### config.mk
export PLATFORM = sky130hd
export DESIGN_NAME = sccb_master
export DESIGN_NICKNAME = d
export VERILOG_FILES = /design/src/rtl/sccb_master.sv
export SDC_FILE = /design/constraint.sdc
export NUM_CORES = 1
export LEC_CHECK = 0
export ABC_AREA = 1
export CORE_ASPECT_RATIO = 2
export CORE_UTILIZATION = 56
export CTS_CLUSTER_SIZE = 20
export DETAILED_ROUTE_END_ITERATION = 10
export PLACE_DENSITY = 0.89
export SYNTH_ARGS = -nofsm -noshare
export SYNTH_HDL_FRONTEND = slang
export SYNTH_SLANG_ARGS = --single-unit
export TNS_END_PERCENT = 30
### constraint.sdc
create_clock -name clk -period 2.55 [get_ports clk]
set_input_delay 0.765 -clock clk [delete_from_list [all_inputs] [get_ports clk]]
set_output_delay 0.765 -clock clk [all_outputs]
set_load 0.02 [all_outputs]
### src/rtl/sccb_master.sv
// SCCB/I2C camera-config master: 16-bit register address, 8-bit data, two-phase SCCB read.
// Optional macro SCCB_ACK_CHECK_EN: honour slave NACKs (abort to STOP and flag rsp_err).
//
// state   | meaning
// --------+------------------------------------------------------------
// S_IDLE  | bus free, cmd_ready high, waiting for a command
// S_START | START condition, 2 quarters (SDA released, then SDA low)
// S_TX    | shifting one master byte out, MSB first
// S_ACK   | 9th bit of a master byte, SDA released for slave ACK
// S_RX    | shifting the read data byte in from the slave
// S_MACK  | 9th bit of the read byte, master NACK (SDA released)
// S_STOP  | STOP condition, 3 quarters (SDA low, SCL high, SDA released)
// S_DONE  | one-cycle response pulse
module sccb_master #(
  parameter int          CLK_FREQ = 50_000_000,
  parameter int          SCL_FREQ = 100_000,
  parameter logic [6:0]  DEV_ADDR = 7'h3C
) (
  input  logic        clk,
  input  logic        rst,
  input  logic        cmd_valid,
  output logic        cmd_ready,
  input  logic        cmd_rw,
  input  logic [15:0] cmd_addr,
  input  logic [7:0]  cmd_wdata,
  output logic        rsp_valid,
  output logic [7:0]  rsp_rdata,
  output logic        rsp_err,
  output logic        busy,
  output logic        scl,
  output logic        sda_o,
  output logic        sda_t,
  input  logic        sda_i
);

  localparam int QDIV_RAW = CLK_FREQ / (4 * SCL_FREQ);
  localparam int QDIV     = (QDIV_RAW < 1) ? 1 : QDIV_RAW;
  localparam int QW       = (QDIV > 1) ? $clog2(QDIV) : 1;
  localparam logic [QW-1:0] QLOAD = QW'(QDIV - 1);
  localparam logic [7:0] WR_BYTE = {DEV_ADDR, 1'b0};
  localparam logic [7:0] RD_BYTE = {DEV_ADDR, 1'b1};

  typedef enum logic [2:0] {
    S_IDLE, S_START, S_TX, S_ACK, S_RX, S_MACK, S_STOP, S_DONE
  } state_t;

  state_t         state_q, state_d;
  logic [1:0]     ph_q, ph_d;
  logic [QW-1:0]  qcnt_q, qcnt_d;
  logic [2:0]     bit_cnt_q, bit_cnt_d;
  logic [1:0]     byte_idx_q, byte_idx_d;
  logic [7:0]     shreg_q, shreg_d;
  logic           rw_q, rw_d;
  logic [15:0]    addr_q, addr_d;
  logic [7:0]     wdata_q, wdata_d;
  logic           rd_ph2_q, rd_ph2_d;
  logic [7:0]     rdata_q, rdata_d;
  logic           scl_q, scl_d;
  logic           sda_t_q, sda_t_d;
  logic           ready_q, ready_d;
  logic           busy_q, busy_d;
  logic           rsp_valid_q, rsp_valid_d;

  logic           tick;
  logic [1:0]     last_ph;
  logic [1:0]     idx_nx;
  logic [1:0]     last_idx;
  logic [7:0]     nxt_byte;
  logic           nak;

`ifdef SCCB_ACK_CHECK_EN
  logic nak_q, nak_d;
  logic err_q, err_d;
  assign nak     = nak_q;
  assign rsp_err = err_q;
`else
  assign nak     = 1'b0;
  assign rsp_err = 1'b0;
`endif

  assign tick     = (qcnt_q == '0);
  assign idx_nx   = byte_idx_q + 2'd1;
  assign last_idx = rw_q ? 2'd2 : 2'd3;

  always_comb begin
    last_ph = 2'd3;
    if (state_q == S_START)     last_ph = 2'd1;
    else if (state_q == S_STOP) last_ph = 2'd2;
  end

  always_comb begin
    case (idx_nx)
      2'd1:    nxt_byte = addr_q[15:8];
      2'd2:    nxt_byte = addr_q[7:0];
      2'd3:    nxt_byte = wdata_q;
      default: nxt_byte = WR_BYTE;
    endcase
  end

  always_comb begin
    state_d    = state_q;
    ph_d       = ph_q;
    qcnt_d     = qcnt_q;
    bit_cnt_d  = bit_cnt_q;
    byte_idx_d = byte_idx_q;
    shreg_d    = shreg_q;
    rw_d       = rw_q;
    addr_d     = addr_q;
    wdata_d    = wdata_q;
    rd_ph2_d   = rd_ph2_q;
    rdata_d    = rdata_q;
`ifdef SCCB_ACK_CHECK_EN
    nak_d      = nak_q;
    err_d      = err_q;
`endif

    case (state_q)
      S_IDLE: begin
        ph_d   = 2'd0;
        qcnt_d = QLOAD;
        if (cmd_valid && ready_q) begin
          rw_d       = cmd_rw;
          addr_d     = cmd_addr;
          wdata_d    = cmd_wdata;
          rd_ph2_d   = 1'b0;
          byte_idx_d = 2'd0;
          bit_cnt_d  = 3'd0;
`ifdef SCCB_ACK_CHECK_EN
          nak_d      = 1'b0;
          err_d      = 1'b0;
`endif
          state_d    = S_START;
        end
      end

      S_DONE: state_d = S_IDLE;

      default: begin
        if (!tick) begin
          qcnt_d = qcnt_q - QW'(1);
        end else begin
          qcnt_d = QLOAD;
          ph_d   = ph_q + 2'd1;

          // sda_i is only looked at mid-high of ACK/RX bits
          if (ph_q == 2'd2) begin
            if (state_q == S_RX) shreg_d = {shreg_q[6:0], sda_i};
`ifdef SCCB_ACK_CHECK_EN
            if (state_q == S_ACK) begin
              nak_d = sda_i;
              if (sda_i) err_d = 1'b1;
            end
`endif
          end

          if (ph_q == last_ph) begin
            ph_d = 2'd0;
            case (state_q)
              S_START: begin
                state_d    = S_TX;
                bit_cnt_d  = 3'd0;
                byte_idx_d = 2'd0;
                shreg_d    = rd_ph2_q ? RD_BYTE : WR_BYTE;
              end
              S_TX: begin
                if (bit_cnt_q == 3'd7) begin
                  state_d = S_ACK;
                end else begin
                  bit_cnt_d = bit_cnt_q + 3'd1;
                  shreg_d   = {shreg_q[6:0], 1'b0};
                end
              end
              S_ACK: begin
                bit_cnt_d = 3'd0;
                if (nak) begin
                  state_d = S_STOP;
                end else if (rd_ph2_q) begin
                  state_d = S_RX;
                end else if (byte_idx_q == last_idx) begin
                  state_d = S_STOP;
                end else begin
                  byte_idx_d = idx_nx;
                  shreg_d    = nxt_byte;
                  state_d    = S_TX;
                end
              end
              S_RX: begin
                if (bit_cnt_q == 3'd7) begin
                  rdata_d = shreg_q;
                  state_d = S_MACK;
                end else begin
                  bit_cnt_d = bit_cnt_q + 3'd1;
                end
              end
              S_MACK: state_d = S_STOP;
              S_STOP: begin
                // read address phase done: second transaction carries the data
                if (rw_q && !rd_ph2_q && !nak) begin
                  rd_ph2_d = 1'b1;
                  state_d  = S_START;
                end else begin
                  state_d  = S_DONE;
                end
              end
              default: state_d = S_IDLE;
            endcase
          end
        end
      end
    endcase
  end

  always_comb begin
    scl_d   = 1'b1;
    sda_t_d = 1'b1;
    case (state_q)
      S_START: sda_t_d = (ph_q == 2'd0);
      S_TX: begin
        scl_d   = (ph_q == 2'd1) || (ph_q == 2'd2);
        sda_t_d = shreg_q[7];
      end
      S_ACK, S_RX, S_MACK: scl_d = (ph_q == 2'd1) || (ph_q == 2'd2);
      S_STOP: begin
        scl_d   = (ph_q != 2'd0);
        sda_t_d = (ph_q == 2'd2);
      end
      default: ;
    endcase
  end

  assign ready_d     = (state_d == S_IDLE);
  assign busy_d      = (state_d != S_IDLE);
  assign rsp_valid_d = (state_d == S_DONE);

  always_ff @(posedge clk or posedge rst) begin
    if (rst) begin
      state_q     <= S_IDLE;
      ph_q        <= 2'd0;
      qcnt_q      <= QLOAD;
      bit_cnt_q   <= 3'd0;
      byte_idx_q  <= 2'd0;
      shreg_q     <= 8'h00;
      rw_q        <= 1'b0;
      addr_q      <= 16'h0000;
      wdata_q     <= 8'h00;
      rd_ph2_q    <= 1'b0;
      rdata_q     <= 8'h00;
      scl_q       <= 1'b1;
      sda_t_q     <= 1'b1;
      ready_q     <= 1'b0;
      busy_q      <= 1'b0;
      rsp_valid_q <= 1'b0;
    end else begin
      state_q     <= state_d;
      ph_q        <= ph_d;
      qcnt_q      <= qcnt_d;
      bit_cnt_q   <= bit_cnt_d;
      byte_idx_q  <= byte_idx_d;
      shreg_q     <= shreg_d;
      rw_q        <= rw_d;
      addr_q      <= addr_d;
      wdata_q     <= wdata_d;
      rd_ph2_q    <= rd_ph2_d;
      rdata_q     <= rdata_d;
      scl_q       <= scl_d;
      sda_t_q     <= sda_t_d;
      ready_q     <= ready_d;
      busy_q      <= busy_d;
      rsp_valid_q <= rsp_valid_d;
    end
  end

`ifdef SCCB_ACK_CHECK_EN
  always_ff @(posedge clk or posedge rst) begin
    if (rst) begin
      nak_q <= 1'b0;
      err_q <= 1'b0;
    end else begin
      nak_q <= nak_d;
      err_q <= err_d;
    end
  end
`endif

  assign cmd_ready = ready_q;
  assign busy      = busy_q;
  assign rsp_valid = rsp_valid_q;
  assign rsp_rdata = rdata_q;
  assign scl       = scl_q;
  assign sda_t     = sda_t_q;
  assign sda_o     = 1'b0;

endmodule

==> summary.md <==
| Metric | Value |
|---|---|
| Die Wd | `a little under 60 um` |
| Clock-pin slew on the worst setup and hold paths | `50 ps` |
| Syn_area_per_cell | `7.31 um^2` |
| FMAX | `0.456 GHz` |
| Gr ovfl total | `0` |
| Most frequent cells after synthesis | `228 x nand2_1, 57 x dfrtp_1, 41 x nand3_1` |
| Post CTS Setup Buffer Count | `0` |
| DR iter-0 viols | `~220` |
| Initial core utilization | `0.583` |
| Synth Flop Type | `dfrtp_1` |
| First-pass GRT wire length | `14800 um` |
| Crit path max-delay family | `buffers and inverters` |
| Total GRT Usage | `0.288` |
| CTS Buf Count | `9` |
| Synth top area cells | `dfrtp_1 39%, nand2_1 23%, nand3_1 5.6%` |
| Crit-path max FO | `1` |
| Min setup slack post-route | `between 300 and 400 ps` |
| Total Wirelength | `9060 um` |
| Setup violators final | `0` |
| Setup TNS | `0 ps` |
| Die footprint | `6910 um^2` |
| Leakage | `2.20 nW` |
| Sequential cell area fraction in the yosys report | `0.438` |
| Finished Cell Area | `roughly 4400 um^2` |
| WL/cell | `14.2 um` |
| Buffers added on ports | `41` |
| Hold WC Path Type | `flop to flop` |
| Initial antenna violation count | `0` |
| Post-DP HPWL | `6530 um` |
| Hold Buf Count CTS | `0` |
| Distinct cells, synth | `34` |
| Synth Register Bits | `64` |
| Area Growth Syn to Fin | `20.4%` |
| Post-route ant nets | `0` |
| Number of global-route vias before repair | `3380` |
| Largest net degree at the start of global routing | `65` |
| H-Tree Depth | `3` |
| ANT cells | `0` |
| I/O pin total | `44` |
| Crit path DAT | `1430 ps` |
| Final Net Count | `just under 600` |
| Yosys top cell area share | `0.388` |
| P per Cell Area | `497 nW/um^2` |
| Worst reg2reg setup slack | `500 ps` |
| Peak supply drop | `approximately 0.55 mV` |
| Crit-path cells | `clkdlybuf4s50_1` |
| Setup crit end kind | `output port` |
| Vias per inst | `5.49` |
| CP Class | `flop to output port` |
| Area of the core | `6310 um^2` |
| Pwr Total | `between 2 and 2.5 mW` |
| # Max-Cap Violations | `0` |
| CTS tree | `done` |
| Mapped Cells | `503` |
| Largest area contributor in the netlist | `dfrtp_1` |
| Period Utilization, post-route | `0.861` |
| CP max stage cell | `clkdlybuf4s50_1` |
| CTS Buffer Depth | `2` |
| Post-cts sizing count | `0` |
| Placed cell areas | `4160 um^2` |
| Critical Path Max Stage Delay | `about 600 ps` |
| Async S/R FF share, synth | `1.00` |
| Clk_lat worst skew | `340 ps` |
| Post-synth EDFFs | `0` |
| RePlAce Congestion | `0.909` |
| Setup WS pre-CTS | `488 ps` |
| # rows | `between 40 and 50` |
| Ys Warns | `0` |
| TritonCTS Sinks | `64` |
| DRC | `0` |
| Outcome | `completed` |
| Post-route core utilization | `0.702` |
| Clk_skew | `between 5 and 6 ps` |
| WP buf/inv | `1` |
| Layout cells sized above 1 | `0.105` |
| Post-synthesis cell area | `3680 um^2` |
| Leading cell type by number of instances after synthesis | `nand2_1` |
| First-pass iteration count of the detailed router | `6` |
| Via count | `3497` |
| CP startpoint kind | `flop` |
| RSZ-0062 raised after global routing | `no` |
| Req. time, crit path | `around 1800 ps` |
| Final Hold Fails | `0` |
| Slew Viols, Final | `0` |
| Final worst path period need | `about 2200 ps` |
| Die height | `117 um` |
| CTS root buffer | `clkbuf_16` |
## path summary, 6_finish.rpt
kind                                end  cells after the start      start
setup / recovery                  sda_t                      1      sda_t
min in group asynchronous       ph_q[1]                      3        rst
hold reg to reg               qcnt_q[0]                      1  qcnt_q[0]
hold / removal                qcnt_q[0]                      1  qcnt_q[0]
max in group asynchronous         sda_t                      3        rst
setup reg to reg           rsp_rdata[0]                      9  qcnt_q[0]
## registers in the layout, indices dropped and copies added (netlist names), 2 cells and up
register    flops
addr_q         16
bit_cnt_q       3
byte_idx_q      2
ph_q            2
qcnt_q          7
rsp_rdata       8
shreg_q         8
state_q         3
wdata_q         8
## metal layers
layer,GRT usage,vias up,wire (um)
met2,0.506,160,4920
li1,-,1678,-
met3,0.0720,46,443
met1,0.284,1613,3250
met4,0.205,0,449
met5,0,-,0
## cells by family after synthesis
| group | share of synthesized area |
|---|---|
| buffers and inverters | 0.0633 |
| DFF | 0.438 |
| AOI/OAI and AO/OA | 0.0895 |
| adders and majority gates | 0.0340 |
| other | 0.00102 |
| and+or+nand+nor | 0.374 |
## final cells by class
cell class	instances	area [um^2]
fill	504	1880
multi-input combinational	386	1840
sequential	64	1610
timing repair buffer	45	453
clock buffer	13	250
inverter	40	150
tap	86	108
clock inverter	3	17.5
## stage by stage
stage          cells  hold WS, ps
3_3_place_gp     621          453
6_report         637          466
4_1_cts          637          466
5_1_grt          637          493
3_5_place_dp     621          458
2_1_floorplan    504          441
## layout by cell type, fill, tap and decap left out, drive strengths merged, types with 3 or more instances in the layout
cell,n
inv,40
a31oi,4
buf,4
dfstp,7
nand3,43
nand3b,3
dfrtp,57
ha,10
a21oi,16
nand2,232
nor2,32
o21ai,27
a211oi,4
nand4,3
clkdlybuf4s50,41
clkbuf,13
and2,4
## power by group
group | leakage [nW] | internal [mW] | switching, mW | total (mW)
Clock | 0.130 | 0.680 | 0.432 | 1.11
Sequential | 0.839 | 1.02 | 0 | 1.02
Combinational | 1.23 | 0.0404 | 0.0279 | 0.0683
Total | 2.20 | 1.74 | 0.460 | 2.20
Power figures use the tool's default switching activity.
